==> src/rtl/d_cache_port_arbiter_pkg.sv <==
// Shared types and widths for the D-cache port arbiter and its store drain buffer.
package d_cache_port_arbiter_pkg;

  localparam int unsigned ADDR_WIDTH     = 32;
  localparam int unsigned DATA_WIDTH     = 32;
  localparam int unsigned ROB_DEPTH_BITS = 4;
  localparam int unsigned SB_DEPTH_BITS  = 2;

  typedef enum logic {
    READ  = 1'b0,
    WRITE = 1'b1
  } MemAccessType;

  typedef struct packed {
    logic [ADDR_WIDTH-1:0] addr;
    logic [DATA_WIDTH-1:0] data;
  } store_buf_entry_t;

  typedef enum logic [1:0] {
    SEL_IDLE,
    SEL_LOAD,
    SEL_STORE
  } dc_arb_sel_t;

  // Contents of the registered D-cache request.
  typedef struct packed {
    logic                      valid;
    MemAccessType              action;
    logic [ADDR_WIDTH-1:0]     addr;
    logic [DATA_WIDTH-1:0]     data;
    logic [ROB_DEPTH_BITS-1:0] tag;
    logic                      squash;
  } dc_req_t;

endpackage

==> src/rtl/d_cache_port_arbiter_if.sv <==
// Load-issue, store-commit, flush and D-cache request signals of the arbiter.
interface d_cache_port_arbiter_if
  import d_cache_port_arbiter_pkg::*;
#(
  parameter int unsigned SB_DEPTH = 4
) ();

  localparam int unsigned CNT_W = $clog2(SB_DEPTH) + 1;

  logic                      ld_req_valid;
  logic [ADDR_WIDTH-1:0]     ld_req_addr;
  logic [ROB_DEPTH_BITS-1:0] ld_req_tag;
  logic                      ld_req_ready;
  logic                      st_commit_en;
  logic [ADDR_WIDTH-1:0]     st_commit_addr;
  logic [DATA_WIDTH-1:0]     st_commit_data;
  logic                      st_buf_full;
  logic [CNT_W-1:0]          st_buf_count;
  logic                      flush;
  logic                      dc_stall;
  logic                      dc_valid;
  MemAccessType              dc_mem_action;
  logic [ADDR_WIDTH-1:0]     dc_addr;
  logic [DATA_WIDTH-1:0]     dc_data;
  logic [ROB_DEPTH_BITS-1:0] dc_tag;
  logic                      dc_squash;

  modport slave (
    input  ld_req_valid, ld_req_addr, ld_req_tag,
    input  st_commit_en, st_commit_addr, st_commit_data,
    input  flush, dc_stall,
    output ld_req_ready, st_buf_full, st_buf_count,
    output dc_valid, dc_mem_action, dc_addr, dc_data, dc_tag, dc_squash
  );

  modport master (
    output ld_req_valid, ld_req_addr, ld_req_tag,
    output st_commit_en, st_commit_addr, st_commit_data,
    output flush, dc_stall,
    input  ld_req_ready, st_buf_full, st_buf_count,
    input  dc_valid, dc_mem_action, dc_addr, dc_data, dc_tag, dc_squash
  );

endinterface

==> src/rtl/d_cache_port_arbiter_store_drain_fifo.sv <==
// Circular FIFO of committed stores awaiting the D-cache; exposes every live
// entry address so the arbiter can hold back aliasing loads.
module store_drain_fifo
  import d_cache_port_arbiter_pkg::*;
#(
  parameter int unsigned DEPTH = 4
) (
  input  logic                                clk,
  input  logic                                rst_n,
  input  logic                                push_i,
  input  store_buf_entry_t                    push_entry_i,
  input  logic                                pop_i,
  output store_buf_entry_t                    head_o,
  output logic                                empty_o,
  output logic                                full_o,
  output logic [$clog2(DEPTH):0]              count_o,
  output logic [DEPTH-1:0]                    ent_valid_o,
  output logic [DEPTH-1:0][ADDR_WIDTH-1:0]    ent_addr_o
);

  localparam int unsigned DB = $clog2(DEPTH);
  localparam int unsigned PW = DB + 1;

  logic [PW-1:0]    wr_ptr_q, wr_ptr_d;
  logic [PW-1:0]    rd_ptr_q, rd_ptr_d;
  store_buf_entry_t mem_q [DEPTH];
  logic             push_ok;
  logic             pop_ok;
  logic [DB-1:0]    offset;

  assign empty_o = (wr_ptr_q == rd_ptr_q);
  assign full_o  = (wr_ptr_q[DB] != rd_ptr_q[DB]) && (wr_ptr_q[DB-1:0] == rd_ptr_q[DB-1:0]);
  assign count_o = wr_ptr_q - rd_ptr_q;
  assign head_o  = mem_q[rd_ptr_q[DB-1:0]];
  assign push_ok = push_i && !full_o;
  assign pop_ok  = pop_i && !empty_o;

  always_comb begin
    wr_ptr_d = wr_ptr_q + PW'(push_ok);
    rd_ptr_d = rd_ptr_q + PW'(pop_ok);
  end

  // Entry i is live when its distance from the read pointer is below the count.
  always_comb begin
    offset      = '0;
    ent_valid_o = '0;
    ent_addr_o  = '0;
    for (int i = 0; i < DEPTH; i++) begin
      offset         = DB'(i) - rd_ptr_q[DB-1:0];
      ent_valid_o[i] = PW'(offset) < count_o;
      ent_addr_o[i]  = mem_q[i].addr;
    end
  end

  always_ff @(posedge clk) begin
    if (!rst_n) begin
      wr_ptr_q <= '0;
      rd_ptr_q <= '0;
    end else begin
      wr_ptr_q <= wr_ptr_d;
      rd_ptr_q <= rd_ptr_d;
    end
  end

  always_ff @(posedge clk) begin
    if (push_ok) mem_q[wr_ptr_q[DB-1:0]] <= push_entry_i;
  end

  a_no_push_when_full : assert property (@(posedge clk) disable iff (!rst_n) !(push_i && full_o))
    else $error("store_drain_fifo: store committed while buffer full, dropped");

endmodule

==> src/rtl/d_cache_port_arbiter.sv <==
// Arbitrates the single D-cache port between speculative loads and buffered
// committed stores: load priority, store-starvation limit, store alias blocking.
module d_cache_port_arbiter
  import d_cache_port_arbiter_pkg::*;
#(
  parameter int unsigned SB_DEPTH     = 4,
  parameter int unsigned STARVE_LIMIT = 4
) (
  input logic                    clk,
  input logic                    rst_n,
  d_cache_port_arbiter_if.slave  bus
);

  localparam int unsigned CNT_W    = $clog2(SB_DEPTH) + 1;
  localparam int unsigned STARVE_W = $clog2(STARVE_LIMIT + 1);

  dc_req_t                              req_q, req_d;
  logic [STARVE_W-1:0]                  starve_q, starve_d;
  dc_arb_sel_t                          sel;
  store_buf_entry_t                     head;
  logic                                 fifo_empty, fifo_full, pop;
  logic [CNT_W-1:0]                     fifo_count;
  logic [SB_DEPTH-1:0]                  ent_valid;
  logic [SB_DEPTH-1:0][ADDR_WIDTH-1:0]  ent_addr;
  logic                                 alias_hit, ld_eligible, held_load, store_urgent;

  store_drain_fifo #(.DEPTH(SB_DEPTH)) u_fifo (
    .clk          (clk),
    .rst_n        (rst_n),
    .push_i       (bus.st_commit_en),
    .push_entry_i ('{addr: bus.st_commit_addr, data: bus.st_commit_data}),
    .pop_i        (pop),
    .head_o       (head),
    .empty_o      (fifo_empty),
    .full_o       (fifo_full),
    .count_o      (fifo_count),
    .ent_valid_o  (ent_valid),
    .ent_addr_o   (ent_addr)
  );

  // A load must not overtake any older store to the same address.
  always_comb begin
    alias_hit = (req_q.valid && req_q.action == WRITE && req_q.addr == bus.ld_req_addr) ||
                (bus.st_commit_en && bus.st_commit_addr == bus.ld_req_addr);
    for (int i = 0; i < SB_DEPTH; i++) begin
      if (ent_valid[i] && ent_addr[i] == bus.ld_req_addr) alias_hit = 1'b1;
    end
  end

  assign ld_eligible  = bus.ld_req_valid && !alias_hit && !bus.flush;
  assign held_load    = req_q.valid && req_q.action == READ;
  assign store_urgent = !fifo_empty && (starve_q == STARVE_W'(STARVE_LIMIT) || fifo_full);

  always_comb begin
    sel      = SEL_IDLE;
    req_d    = req_q;
    starve_d = starve_q;
    pop      = 1'b0;
    if (bus.dc_stall) begin
      if (bus.flush && held_load) req_d.squash = 1'b1;
    end else if (bus.flush && held_load) begin
      req_d = '0;
      if (fifo_empty) starve_d = '0;
    end else begin
      if (store_urgent)     sel = SEL_STORE;
      else if (ld_eligible) sel = SEL_LOAD;
      else if (!fifo_empty) sel = SEL_STORE;
      case (sel)
        SEL_STORE: begin
          req_d    = '{valid: 1'b1, action: WRITE, addr: head.addr, data: head.data,
                       tag: '0, squash: 1'b0};
          pop      = 1'b1;
          starve_d = '0;
        end
        SEL_LOAD: begin
          req_d = '{valid: 1'b1, action: READ, addr: bus.ld_req_addr, data: '0,
                    tag: bus.ld_req_tag, squash: 1'b0};
          if (fifo_empty)                              starve_d = '0;
          else if (starve_q != STARVE_W'(STARVE_LIMIT)) starve_d = starve_q + STARVE_W'(1);
        end
        default: begin
          req_d    = '0;
          starve_d = '0;
        end
      endcase
    end
  end

  always_ff @(posedge clk) begin
    if (!rst_n) begin
      req_q    <= '0;
      starve_q <= '0;
    end else begin
      req_q    <= req_d;
      starve_q <= starve_d;
    end
  end

  assign bus.ld_req_ready  = (sel == SEL_LOAD);
  assign bus.st_buf_full   = fifo_full;
  assign bus.st_buf_count  = fifo_count;
  assign bus.dc_valid      = req_q.valid;
  assign bus.dc_mem_action = req_q.action;
  assign bus.dc_addr       = req_q.addr;
  assign bus.dc_data       = req_q.data;
  assign bus.dc_tag        = req_q.tag;
  assign bus.dc_squash     = req_q.squash;

endmodule

==> src/flat_wrapper.sv <==
// flat-port wrapper written by rule: the top's interface ports become plain ports
module d_cache_port_arbiter_flat import d_cache_port_arbiter_pkg::*;
#(
  parameter int unsigned SB_DEPTH     = 4,
  parameter int unsigned STARVE_LIMIT = 4
)
  (clk, rst_n, bus_ld_req_valid, bus_ld_req_addr, bus_ld_req_tag, bus_st_commit_en, bus_st_commit_addr, bus_st_commit_data, bus_flush, bus_dc_stall, bus_ld_req_ready, bus_st_buf_full, bus_st_buf_count, bus_dc_valid, bus_dc_mem_action, bus_dc_addr, bus_dc_data, bus_dc_tag, bus_dc_squash);
  d_cache_port_arbiter_if #(.SB_DEPTH(SB_DEPTH)) bus_i ();
  input logic clk;
  input logic rst_n;
  input wire logic [$bits(bus_i.ld_req_valid)-1:0] bus_ld_req_valid;
  input wire logic [$bits(bus_i.ld_req_addr)-1:0] bus_ld_req_addr;
  input wire logic [$bits(bus_i.ld_req_tag)-1:0] bus_ld_req_tag;
  input wire logic [$bits(bus_i.st_commit_en)-1:0] bus_st_commit_en;
  input wire logic [$bits(bus_i.st_commit_addr)-1:0] bus_st_commit_addr;
  input wire logic [$bits(bus_i.st_commit_data)-1:0] bus_st_commit_data;
  input wire logic [$bits(bus_i.flush)-1:0] bus_flush;
  input wire logic [$bits(bus_i.dc_stall)-1:0] bus_dc_stall;
  output wire logic [$bits(bus_i.ld_req_ready)-1:0] bus_ld_req_ready;
  output wire logic [$bits(bus_i.st_buf_full)-1:0] bus_st_buf_full;
  output wire logic [$bits(bus_i.st_buf_count)-1:0] bus_st_buf_count;
  output wire logic [$bits(bus_i.dc_valid)-1:0] bus_dc_valid;
  output wire logic [$bits(bus_i.dc_mem_action)-1:0] bus_dc_mem_action;
  output wire logic [$bits(bus_i.dc_addr)-1:0] bus_dc_addr;
  output wire logic [$bits(bus_i.dc_data)-1:0] bus_dc_data;
  output wire logic [$bits(bus_i.dc_tag)-1:0] bus_dc_tag;
  output wire logic [$bits(bus_i.dc_squash)-1:0] bus_dc_squash;
  assign bus_i.ld_req_valid = bus_ld_req_valid;
  assign bus_i.ld_req_addr = bus_ld_req_addr;
  assign bus_i.ld_req_tag = bus_ld_req_tag;
  assign bus_i.st_commit_en = bus_st_commit_en;
  assign bus_i.st_commit_addr = bus_st_commit_addr;
  assign bus_i.st_commit_data = bus_st_commit_data;
  assign bus_i.flush = bus_flush;
  assign bus_i.dc_stall = bus_dc_stall;
  assign bus_ld_req_ready = bus_i.ld_req_ready;
  assign bus_st_buf_full = bus_i.st_buf_full;
  assign bus_st_buf_count = bus_i.st_buf_count;
  assign bus_dc_valid = bus_i.dc_valid;
  assign bus_dc_mem_action = bus_i.dc_mem_action;
  assign bus_dc_addr = bus_i.dc_addr;
  assign bus_dc_data = bus_i.dc_data;
  assign bus_dc_tag = bus_i.dc_tag;
  assign bus_dc_squash = bus_i.dc_squash;
  d_cache_port_arbiter #(.SB_DEPTH(SB_DEPTH), .STARVE_LIMIT(STARVE_LIMIT)) u_core (.clk(clk), .rst_n(rst_n), .bus(bus_i));
endmodule
==> config.mk <==
export PLATFORM = sky130hd
export DESIGN_NAME = d_cache_port_arbiter_flat
export DESIGN_NICKNAME = d
export VERILOG_FILES = /design/src/rtl/d_cache_port_arbiter_pkg.sv /design/src/rtl/d_cache_port_arbiter_if.sv /design/src/rtl/d_cache_port_arbiter_store_drain_fifo.sv /design/src/rtl/d_cache_port_arbiter.sv /design/src/flat_wrapper.sv
export SDC_FILE = /design/constraint.sdc
export NUM_CORES = 1
export LEC_CHECK = 0
export ABC_AREA = 0
export CAP_MARGIN = 10
export CORE_MARGIN = 3
export CORE_UTILIZATION = 30
export DETAILED_ROUTE_END_ITERATION = 10
export SLEW_MARGIN = 20
export SYNTH_ARGS = -nofsm -noshare
export SYNTH_HDL_FRONTEND = slang
export SYNTH_SLANG_ARGS = --single-unit
==> constraint.sdc <==
create_clock -name clk -period 16.3 [get_ports clk]
set_input_delay 3.26 -clock clk [delete_from_list [all_inputs] [get_ports clk]]
set_output_delay 3.26 -clock clk [all_outputs]
set_load 0.02 [all_outputs]
==> results.md <==
- VDD IR-drop max: around 0.067 mV
- Post-Syn Nets: around 1200
- Peak Freq: roughly 99 MHz
- Worst Hold Class: flip-flop to flip-flop
- Core Region: 0.0514 mm²
- Final setup viols: 0
- Sequential power share: a little over two fifths
- Die X: roughly 230 µm
- Critical path required time: 13.04 ns
- Xor and xnor fraction of the mapped netlist area: between 10% and 20%
- Crit path capture type: output port
- Clk_skew: about 0.032 ns
- Simple logic cell fraction of the synthesized area: between 6 and 7%
- Sw Ratio: approximately 29%
- H-tree levels: 2
- CTS tree: yes
- Status: completed
- Residual DRC count: 0
- Global-route wire length before repair: 69800 µm
- Mapped cell area: 0.0156 mm²
- Clock root buffer: clkbuf_16
- Via count: slightly above 10000
- P_int: 1.72 mW
- Num ports: 182
- Final Instance Count excl. Fillers: just under 2000
- DR vias/cell: between 5 and 6
- Inserted Clock Buffers: 40
- Port bufs: 181
- Layout Nets: between 1000 and 1500
- GRT Total Usage: 17.4%
- Post-DRT Antenna Nets: 0
- R2r worst-path depth: 16
- Area Growth Syn to Fin: 23.4%
- Final min period: slightly above 10 ns
- Clk pwr share: roughly 38%
- Wirelength per Cell: approximately 25 µm
- Die height: 234 µm
- Slew Viols, Final: 0
- Power Density: 125 mW/mm²
- Share of cells above drive strength 1: between 10% and 20%
- Combinational Power Share: between 10% and 20%
- Setup TNS: 0 ns
- Starting Density: between 30% and 40%
- CTS max path bufs: 3
- Vias in the first global route: 10300
- CTS Sinks: about 340
- Worst R2R Setup Slack: roughly 12 ns
- Setup crit start: bus_ld_req_addr[28]
- Yosys cell types: 41
- Commonest cells after routing, fill and taps aside: edfxtp_1 (256), clkdlybuf4s50_1 (180), xnor2_1 (138)
- CP Data Arrival Time: slightly below 7 ns
- Num rows: 83
- CTS clk-pin slew, worst paths: roughly 0.060 ns
- Cts repair resizes: 0
- Critical path startpoint category: input pin
- Fin crit share: about three fifths
- Leakage power: between 6 and 7 nW
- Worst hold path stage count: 2
- # Post-CTS Setup Buffers: 0
- FF+latch count, synth: 336
- Hold_sp: u_core.bus.dc_data[7]
- Dpl hpwl: 33300 µm
- Worst setup path class: input pin to output port
- # hold bufs at CTS: 0
- Post-Synthesis Cells: between 1000 and 1500
- Syn_area_per_cell: 14.1 µm²
- Die ar.: between 0.05 and 0.06 mm²
- Number of placed instances, taps included: around 1900
- Worst reg2reg path startpoint: u_core.u_fifo.rd_ptr_q[0]
- Yosys warning count: 0
- Total gr overflow: 0
- Area share of fa/ha/maj cells after synthesis: about 1.2%
- RSZ-0062 raised after global routing: false
- Largest family of logic cells by synthesized area: XOR/XNOR gates
- Crit Path Max Fanout: 35
- Final Wtd Congestion: approximately 1
- DRT Pass-1 Iters: 8
- Maxcap violations: 0
- Worst-Skew Late Latency: 0.56 ns
- Net switching power: between 0.6 and 0.7 mW
- Most common cell after layout, fill and taps aside: edfxtp_1
- Antenna violations before repair: 11
- Mux cell area share after synthesis: approximately 9.3%
- Final WL: approximately 49000 µm
- DRT iter0 DRCs: 992
- Hold Vio Cnt, Final: 0
- Compound-Gate Fraction of Synth Area: around 8.3%
- Largest net degree at the start of global routing: 68
- Least-Margin Pin Slew: roughly 0.95 ns
- Sequential-to-total area share from yosys stat: between 50% and 60%
- Worst slew margin: between 30% and 40%
-- layer usage --
layer	part of all wire, %	track usage [%]	routed length, µm	vias to the layer above
li1	-	-	-	4505
met1	41	22.6	20100	5202
met2	45	26.9	22000	464
met3	9.2	5.45	4460	128
met4	3.9	7.48	1910	14
met5	0.23	0	113	-
-- sequential cells by signal, indices dropped and copies added, names as in the netlist --
name                      cells
u_core.u_fifo.mem_q         256
u_core.bus.dc_addr           32
u_core.bus.dc_data           32
u_core.bus.dc_tag             4
u_core.starve_q               3
u_core.u_fifo.rd_ptr_q        3
u_core.u_fifo.wr_ptr_q        3
u_core.bus.dc_mem_action      1
u_core.bus.dc_squash          1
u_core.bus.dc_valid           1
-- metrics by stage --
stage | power, mW | worst slack, ns | cell area, µm² | hold slack [ns] | utilization, %
floorplan | 1.33 | 7.54 | 15600 | 0.459 | -
global placement | 1.52 | 6.34 | 17900 | 0.432 | 34.9
detailed placement | 1.53 | 6.30 | 17900 | 0.441 | 34.9
CTS | 2.45 | 6.30 | 19300 | 0.445 | 37.5
global route | 2.52 | 6.10 | 19300 | 0.463 | 37.5
finish | 2.42 | 6.22 | 19300 | 0.443 | 37.5
-- cell usage after synthesis, drive strengths merged --
cell    count  share of area (%)
nand3       9               0.29
xnor2     138                7.7
fa          1               0.13
ha         14                1.1
mux4       64                9.2
nor2        7               0.17
a221o       1              0.064
a211oi     31                2.1
edfxtp    256                 49
nor3b       2              0.096
and2        9               0.36
nor2b       4               0.16
or4         2              0.096
nor3        1              0.032
a21oi      34                1.1
inv        46                1.1
o21ai      39                1.2
o32ai       1              0.056
o211ai     34                1.6
clkbuf     47                1.1
a41oi      31                1.7
o22ai       1              0.040
a32o        4               0.26
a22oi       1              0.048
and4        2               0.13
o21a        2              0.096
and3       36                1.4
nand4      40                1.6
mux2        1              0.072
nor4       21               0.84
buf        48                2.2
xor2       59                3.3
nand2      40               0.96
dfxtp      80                 10
-- critical path, cell delays in order --
cell,delay [ns]
clkdlybuf4s50_1,0.71
xor2_1,0.29
nor4_1,0.44
nand4_1,0.14
or4_1,0.58
and2_2,0.48
nand4_1,0.29
inv_1,0.06
clkdlybuf4s50_1,0.53
-- power groups by stage --
stage          combinational (mW)  clock, mW  sequential (mW)
4_1_cts                     0.481      0.937             1.03
3_5_place_dp                0.480          0             1.05
5_1_grt                     0.512      0.973             1.03
3_3_place_gp                0.475          0             1.04
6_report                    0.477      0.914             1.03
2_1_floorplan               0.287          0             1.04
-- logic make-up after synthesis --
| group | Yosys count |
|---|---|
| flops | 336 |
| simple gates | 173 |
| mux | 65 |
| compound gates | 179 |
| buf+inv | 141 |
| xor+xnor | 197 |
| fa+ha+maj | 15 |
-- cell type report --
class	count	area (µm²)
sequential	336	9300
fill	4855	32100
timing repair buffer	196	1920
clock buffer	51	1120
inverter	46	173
multi-input combinational	629	5690
tap	680	851
antenna	5	12.5
clock inverter	23	230
-- final timing paths --
| check | end |
|---|---|
| max reg2reg | u_core.u_fifo.rd_ptr_q[2] |
| max | bus_ld_req_ready |
| min reg2reg | u_core.bus.dc_data[7] |
| min | u_core.bus.dc_data[7] |
Note: power is estimated with default switching activity, not from simulation.
